[config.mk]
export PLATFORM = sky130hd
export DESIGN_NAME = xsquash_scheduler
export DESIGN_NICKNAME = d
export VERILOG_FILES = /design/src/rtl/xsquash_scheduler.sv
export SDC_FILE = /design/constraint.sdc
export NUM_CORES = 1
export LEC_CHECK = 0
export ABC_CLOCK_PERIOD_IN_PS = 4300
export CORE_UTILIZATION = 42
export DETAILED_ROUTE_END_ITERATION = 10
export GPL_ROUTABILITY_DRIVEN = 0
export MAX_ROUTING_LAYER = met4
export PLACE_DENSITY = 0.86
export SKIP_CTS_REPAIR_TIMING = 1
export SYNTH_ARGS = -nofsm -noshare
export SYNTH_HDL_FRONTEND = slang
export SYNTH_SLANG_ARGS = --single-unit
[constraint.sdc]
create_clock -name clock -period 4.3 [get_ports clock]
set_clock_uncertainty 0.1 [all_clocks]
set_input_delay 0.86 -clock clock [delete_from_list [all_inputs] [get_ports clock]]
set_output_delay 0.86 -clock clock [all_outputs]
set_load 0.03 [all_outputs]
[src/rtl/xsquash_scheduler.sv]
// Round-robin scheduler sharing one external X-squasher among NREQ requesters.
// Each accepted word takes three cycles: accept, issue to the squasher, then return the response.
module xsquash_scheduler #(
   parameter int WIDTH = 32,
   parameter int NREQ  = 4,
   parameter int IDW   = $clog2(NREQ)
) (
   input  logic                  clock,
   input  logic                  reset_n,
   input  logic [NREQ-1:0]       req_valid,
   output logic [NREQ-1:0]       req_ready,
   input  logic [NREQ*WIDTH-1:0] req_data,
   input  logic                  squash_en,
   input  logic [NREQ-1:0]       req_mask,
   output logic                  resp_valid,
   input  logic                  resp_ready,
   output logic [IDW-1:0]        resp_id,
   output logic [WIDTH-1:0]      resp_data,
   output logic                  sq_valid,
   output logic [WIDTH-1:0]      sq_inp,
   input  logic [WIDTH-1:0]      sq_outp,
   output logic                  busy,
   output logic [15:0]           xact_count
);

   typedef enum logic [1:0] {IDLE, ISSUE, RESP} state_t;

   state_t           state;
   logic [IDW-1:0]   last_grant;
   logic [IDW-1:0]   grant_idx;
   logic             grant_any;
   logic [NREQ-1:0]  elig;
   logic [WIDTH-1:0] grant_data;
   logic [15:0]      xact_q;

   function automatic logic [15:0] sat_inc(input logic [15:0] v);
      return (v == 16'hFFFF) ? v : v + 16'd1;
   endfunction

   assign elig = req_valid & ~req_mask;

   // Walk downward so the candidate nearest last_grant+1 is the one that sticks.
   always_comb begin
      int unsigned    pos;
      logic [IDW-1:0] idx_w;
      grant_any = 1'b0;
      grant_idx = '0;
      pos       = 0;
      idx_w     = '0;
      for (int k = NREQ; k >= 1; k--) begin
         pos   = (int'(last_grant) + k) % NREQ;
         idx_w = IDW'(pos);
         if (elig[idx_w]) begin
            grant_any = 1'b1;
            grant_idx = idx_w;
         end
      end
   end

   always_comb begin
      grant_data = '0;
      for (int k = 0; k < NREQ; k++) begin
         if (IDW'(k) == grant_idx) grant_data = req_data[k*WIDTH +: WIDTH];
      end
   end

   always_comb begin
      req_ready = '0;
      if (state == IDLE && reset_n && grant_any) req_ready[grant_idx] = 1'b1;
   end

   assign busy       = (state != IDLE);
   assign xact_count = xact_q;

   always_ff @(posedge clock) begin
      if (!reset_n) begin
         state      <= IDLE;
         last_grant <= IDW'(NREQ - 1);
         xact_q     <= '0;
         resp_valid <= 1'b0;
         resp_id    <= '0;
         resp_data  <= '0;
         sq_valid   <= 1'b0;
         sq_inp     <= '0;
      end else begin
         case (state)
            IDLE: begin
               if (grant_any) begin
                  sq_inp   <= grant_data;
                  sq_valid <= squash_en;
                  resp_id  <= grant_idx;
                  state    <= ISSUE;
               end
            end
            ISSUE: begin
               resp_data  <= sq_outp;
               resp_valid <= 1'b1;
               sq_valid   <= 1'b0;
               sq_inp     <= '0;
               state      <= RESP;
            end
            RESP: begin
               if (resp_ready) begin
                  resp_valid <= 1'b0;
                  last_grant <= resp_id;
                  xact_q     <= sat_inc(xact_q);
                  state      <= IDLE;
               end
            end
            default: state <= IDLE;
         endcase
      end
   end

endmodule

==> impl_metrics.csv <==
group,metric,value,unit
synth,synth_largest_area_cell,"dfxtp_1",
routing,drt_wl_total,18200,um
finish,multiInputGateArea,2718,um^2
sta,rsz0062_at_grt,"false",
synth,synthArstFlopShare,0,%
setup_path,critical_path_peak_fanout,6,
die,initial_utilization,43.40,%
finish,antenna_cells,0,
die,num_io_pins,261,
sta,min_period_over_period,87.73,%
global_route,antenna_found_initial,0,
die,die_w,108.1,um
synth,ys_warn_count,0,
global_route,grt_pass1_wl,27520,um
pwr,p_leak,2.609,nW
setup_path,worstPathArrival,2810,ps
synth,synthCells,563,
clock_network,clock_latency,370,ps
clock_network,h-tree-depth,3,
synth,ys_seq_elements,88,
outcome,status,"complete, no violations",
sta,fin_crit,3772,ps
sta,max_freq,265.1,MHz
finish,nets,970,
global_route,grt_pass1_vias,5551,
routing,via_count,5477,
sta,max_slew_margin,13.55,%
sta,finalHoldViolations,0,
synth,ys_seq_area_share,37.28,%
routing,avgRoutedWirePerCell,19.34,um
synth,synth_top_family_by_area,"compound AO/OA/AOI/OAI gates",
synth,synth_xor_area_share,1.297,%
setup_path,crit_path_top_delay_cell,"clkdlybuf4s50_1",
die,core,10890,um^2
pwr,irDropWorstVdd,0.2722,mV
clock_network,cts_tree,"built",
setup_path,startpoint_type,"primary input",
synth,yosys-top-cells-area,"dfxtp_1 (37%), a32o_1 (7.0%), nand2_1 (6.4%), a21oi_2 (5.6%), nand3b_1 (5.1%)",
routing,first_pass_iters,4,
synth,synthAdderAreaFrac,0.2648,%
global_route,grt.total_usage,31.76,%
place,hpwl,12760,um
finish,post_route_cells_drive_above_1_share,10.24,%
setup_path,path_cells,"clkdlybuf4s50_1 > nand2b_1 > a41oi_2 > nand2_1 > nor4_1 > buf_4 > buf_12",
sta,worst_pin_slew,1297,ps
global_route,grt_max_degree,49,
synth,yosys_most_used_dff,"dfxtp_1",
clock_network,cts_buffers,9,
routing,viasPerCell,5.820,
sta,worst_slack,527.8,ps
clock_network,clock_sinks,88,
finish,seq_area,1762,um^2
setup_path,critPathTopFamily,"simple AND/OR/NAND/NOR gates",
setup_path,cp.buffers_inverters,3,
setup_path,cpPeakStageDelay,470,ps
sta,timing.hold.ws,359.2,ps
setup_path,cp-end-kind,"output pin",
synth,synth-simple-area-share,23.25,%
die,placementRows,38,
routing,detail_route.iter0.violations,374,
synth,synth.distinct_cells,47,
synth,muxShareOfSynthArea,1.694,%
routing,ant_nets,0,
synth,synth_edf_count,0,
pwr,powerDensity,313.0,nW/um^2
sta,slew_violations,0,
synth,postSynthAreaPerCell,8.394,um^2
hold_path,min_path_type,"reg2reg",
synth,synth.most_common_cell,"dfxtp_1",
synth,synth_top_area_share,37.28,%
synth,syn-cell-area,4726,um^2
global_route,overflow,0,
clock_network,cts-root-buf,"clkbuf_8",
finish,n_fill_cell,864,
synth,synth_compound_area_share,30.08,%
die,die_y,108.1,um
sta,setup_viol,0,
synth,synth.cells.most_frequent,"dfxtp_1 (88), nand2_1 (80), a21oi_1 (43)",
setup_path,worstPathRequired,3340,ps
clock_network,cts_buffer_depth,2,
place,portBuffers,260,
sta,tns,0,ps
finish,syn2layout_area_growth,61.77,%
die,die_area,11680,um^2
job,drv_cap,0,
setup_path,path_class,"in2out",
clock_network,cts.clk_slew.worst_paths,90,ps
place,dp_slack,569.8,ps
synth,synth_fp_nets,736,
routing,route.detailed.drc,0,
## worst min-delay path, stage by stage (launching register included)
cell	delay, ps
dfxtp_1	320
nand2_1	50
a21oi_1	50
## cells by family after synthesis
kind of cell               count (synthesis)
AOI/OAI and AO/OA                        189
muxes                                      8
buffers and inverters                     59
adders and majority gates                  1
and+or+nand+nor                          211
DFF                                       88
xor gates and xnor gates                   7
## power breakdown
part | switching (W) | total [W] | internal (W)
logic | 0.000431 | 0.000828 | 0.000397
clock network | 0.000313 | 0.000639 | 0.000326
registers | 0.0000417 | 0.000927 | 0.000885
total | 0.000786 | 0.00239 | 0.00161
## worst paths after layout
kind                      start            end  slack (ps)  depth (start not counted)
setup / recovery    req_mask[3]   req_ready[0]         530                          7
hold / removal    resp_data[19]  resp_data[19]         360                          2
setup reg to reg  last_grant[1]     sq_inp[17]        1920                          6
hold reg to reg   resp_data[19]  resp_data[19]         360                          2
## layer usage
| metal | vias to the layer above | part of all wire (%) | track usage [%] |
|---|---|---|---|
| li1 | 2536 | - | - |
| met1 | 2633 | 39 | 34.55 |
| met2 | 248 | 51 | 53.41 |
| met3 | 60 | 5.7 | 6.631 |
| met4 | 0 | 3.9 | 18.59 |
| met5 | - | 0 | - |
## layout make-up
type / instances / share of cell area (%)
timing repair buffer: 276 / 36.07
multi-input combinational: 416 / 35.55
sequential: 88 / 23.04
tap: 140 / 2.291
clock buffer: 10 / 1.669
clock inverter: 5 / 1.080
inverter: 6 / 0.2946
## state kept, by name, indices dropped and copies added, names as in the netlist
| name | count |
|---|---|
| sq_inp | 32 |
| resp_valid | 1 |
| xact_count | 16 |
| state | 2 |
| last_grant | 2 |
| resp_id | 2 |
| resp_data | 32 |
| sq_valid | 1 |
## cell usage in the layout, fill, tap and decap left out, types with 9 or more instances in the layout
master and n:
nor2_1 16, o21a_1 30, a21oi_1 43, buf_4 16, a32o_1 33, clkdlybuf4s50_1 256
nand2_1 80, nand3b_1 32, o22ai_1 32, nor3_1 36, clkbuf_8 9, dfxtp_1 88
nand2b_1 10, a21oi_2 30, nand3_1 9
## per-stage QoR
step | instance area (um^2) | util (%) | total power (W) | cells
after detailed placement | 7420 | 68.15 | 0.001762 | 925
after CTS | 7630 | 70.08 | 0.002399 | 940
after floorplan | 4726 | - | 0.001373 | 563
after global placement | 7420 | 68.15 | 0.001741 | 925
final | 7645 | 70.21 | 0.002393 | 941
after global routing | 7645 | 70.21 | 0.002489 | 941
No activity file was read; power rests on OpenSTA's default activity.
==> edit, RTL diff (same settings) <==
Encoding of `state_t`: now one-hot (3 bits for 3 states).
--- a/src/rtl/xsquash_scheduler.sv
+++ b/src/rtl/xsquash_scheduler.sv
@@ -25,3 +25,3 @@
 
-   typedef enum logic [1:0] {IDLE, ISSUE, RESP} state_t;
+   typedef enum logic [2:0] {IDLE = 3'b001, ISSUE = 3'b010, RESP = 3'b100} state_t;
 
Check against the original RTL: same outputs for any inputs over 4 cycles, from zero or initial values and one cycle with reset_n low; so few cycles prove little.
==> edit against the original RTL <==
- global-route usage shrank 3.6 points
- critical path type unchanged
- count of clock-buffer cells in the layout down 1
- sequential cell count grew 1
- sequential power is 1% higher
- final area increased by 6.7%
- setup slack worse by 0.31 ns
- routed wire length decreased by 2.4%
- synthesized area up 11%
- highest routed layer unchanged
- power up 9.7%
==> edit: results (changes against the original RTL) <==
Route
  • DRT Pass-1 Iters: 5 (was 4)
  • Avg WL per Cell: 17.9 um (was 19.3 um)
  • DR vias: 5430 (was 5477)
  • Initial DRC count: 317 (was 374)

Cells and area
  • Layout Cells excl Fill: 993 (was 941)

Global route
  • Grt met2 use: 46.7% (was 53.4%)
  • First-pass GRT wire length: 27700 um (was 27500 um)
  • Pin count of the biggest net entering global routing: 66 (was 49)
  • M3 GR Usage: 5.90% (was 6.63%)
  • GRT Overall Usage: 28.2% (was 31.8%)

Outcome
  • Status: completed (unchanged)

Timing
  • Slew headroom: 18.2% (was 13.5%)
  • Final Cycle Share: 94.8% (was 87.7%)
  • Final hold slack: 0.347 ns (was 0.359 ns)

Synthesis
  • Commonest cells in the netlist: nand2_1, dfxtp_1, a21boi_0 (was dfxtp_1, nand2_1, a21oi_1)
  • Mapped Nets: 763 (was 736)
  • Post-Synth XOR/XNOR Area: 2.17% (was 1.30%)
  • Synth cell types: 65 (was 47)
  • Share of the synthesized area in compound gates (AO/OA/AOI/OAI): 26.0% (was 30.1%)
  • Cells after Synth: 590 (was 563)
  • Largest cells by area after synthesis: dfxtp_1, nand2_1, a21boi_0, a221oi_2, o221a_1 (was dfxtp_1, a32o_1, nand2_1, a21oi_2, nand3b_1)
  • Seq/Total Area, Yosys: 34.0% (was 37.3%)

Place
  • Place WS: 0.238 ns (was 0.570 ns)
  • # placed instances: 976 (was 925)

Critical path
  • Delay-heaviest family, CP: buffers and inverters (was simple AND/OR/NAND/NOR gates)
  • Worst stage delay on the critical path: 0.71 ns (was 0.47 ns)
  • Reg2reg end: sq_inp[4] (was sq_inp[17])
  • CP arrival: 3.12 ns (was 2.81 ns)
  • CP endpoint: req_ready[1] (was req_ready[0])

Clock network
  • Root Buffer: clkbuf_16 (was clkbuf_8)

Power
  • Net Sw Power: 0.849 mW (was 0.786 mW)
-- edit: worst reg2reg max path: stages, from the launching register on --
cell and delay (ns):
dfxtp_1 0.41, and3b_1 0.29, o21bai_4 0.15, buf_4 0.51
nand3_4 0.17, buf_4 0.29, a221oi_1 0.41, o21ai_1 0.11
-- edit: area by class of cell --
type                       count  area (um^2)
fill                         946         3910
multi-input combinational    433         3110
timing repair buffer         272         2690
sequential                    89         1780
clock buffer                   9          225
tap                          168          210
clock inverter                 7         87.6
inverter                      14         52.6
antenna                        1         2.50
-- edit: cells by family (layout without fill, tap and decap cells) --
family	Yosys count	in the layout
compound gates	145	145
xor+xnor	13	13
fa+ha+maj	1	1
buf+inv	68	302
flops	89	89
mux	17	17
other cells	0	1
simple gates	257	257
-- edit: through the flow --
| step | power, mW | instance area (um^2) |
|---|---|---|
| after floorplan | 1.43 | 5240 |
| after global placement | 1.79 | 7840 |
| after detailed placement | 1.81 | 7840 |
| after CTS | 2.64 | 8150 |
| after global routing | 2.74 | 8150 |
| final | 2.62 | 8160 |
-- edit: power groups by stage --
stage | registers (mW) | clock network (mW) | logic [mW]
after global placement | 0.953 | 0 | 0.834
after floorplan | 1.09 | 0 | 0.336
after detailed placement | 0.957 | 0 | 0.850
after CTS | 0.939 | 0.844 | 0.856
final | 0.939 | 0.829 | 0.857
after global routing | 0.948 | 0.888 | 0.901
-- edit: routing by layer --
layer	vias to the layer above	share of wire, %
li1	2602	-
met1	2505	39
met2	271	48
met3	52	7.9
met4	0	4.4
met5	-	0
-- edit: worst min path at each step --
stage                    from         to  cells past startpoint
global route        sq_inp[9]  sq_inp[9]                      2
floorplan            state[0]   state[2]                      2
detailed placement  sq_inp[2]  sq_inp[2]                      2
global placement    sq_inp[2]  sq_inp[2]                      2
finish              sq_inp[2]  sq_inp[2]                      2
CTS                 sq_inp[2]  sq_inp[2]                      2
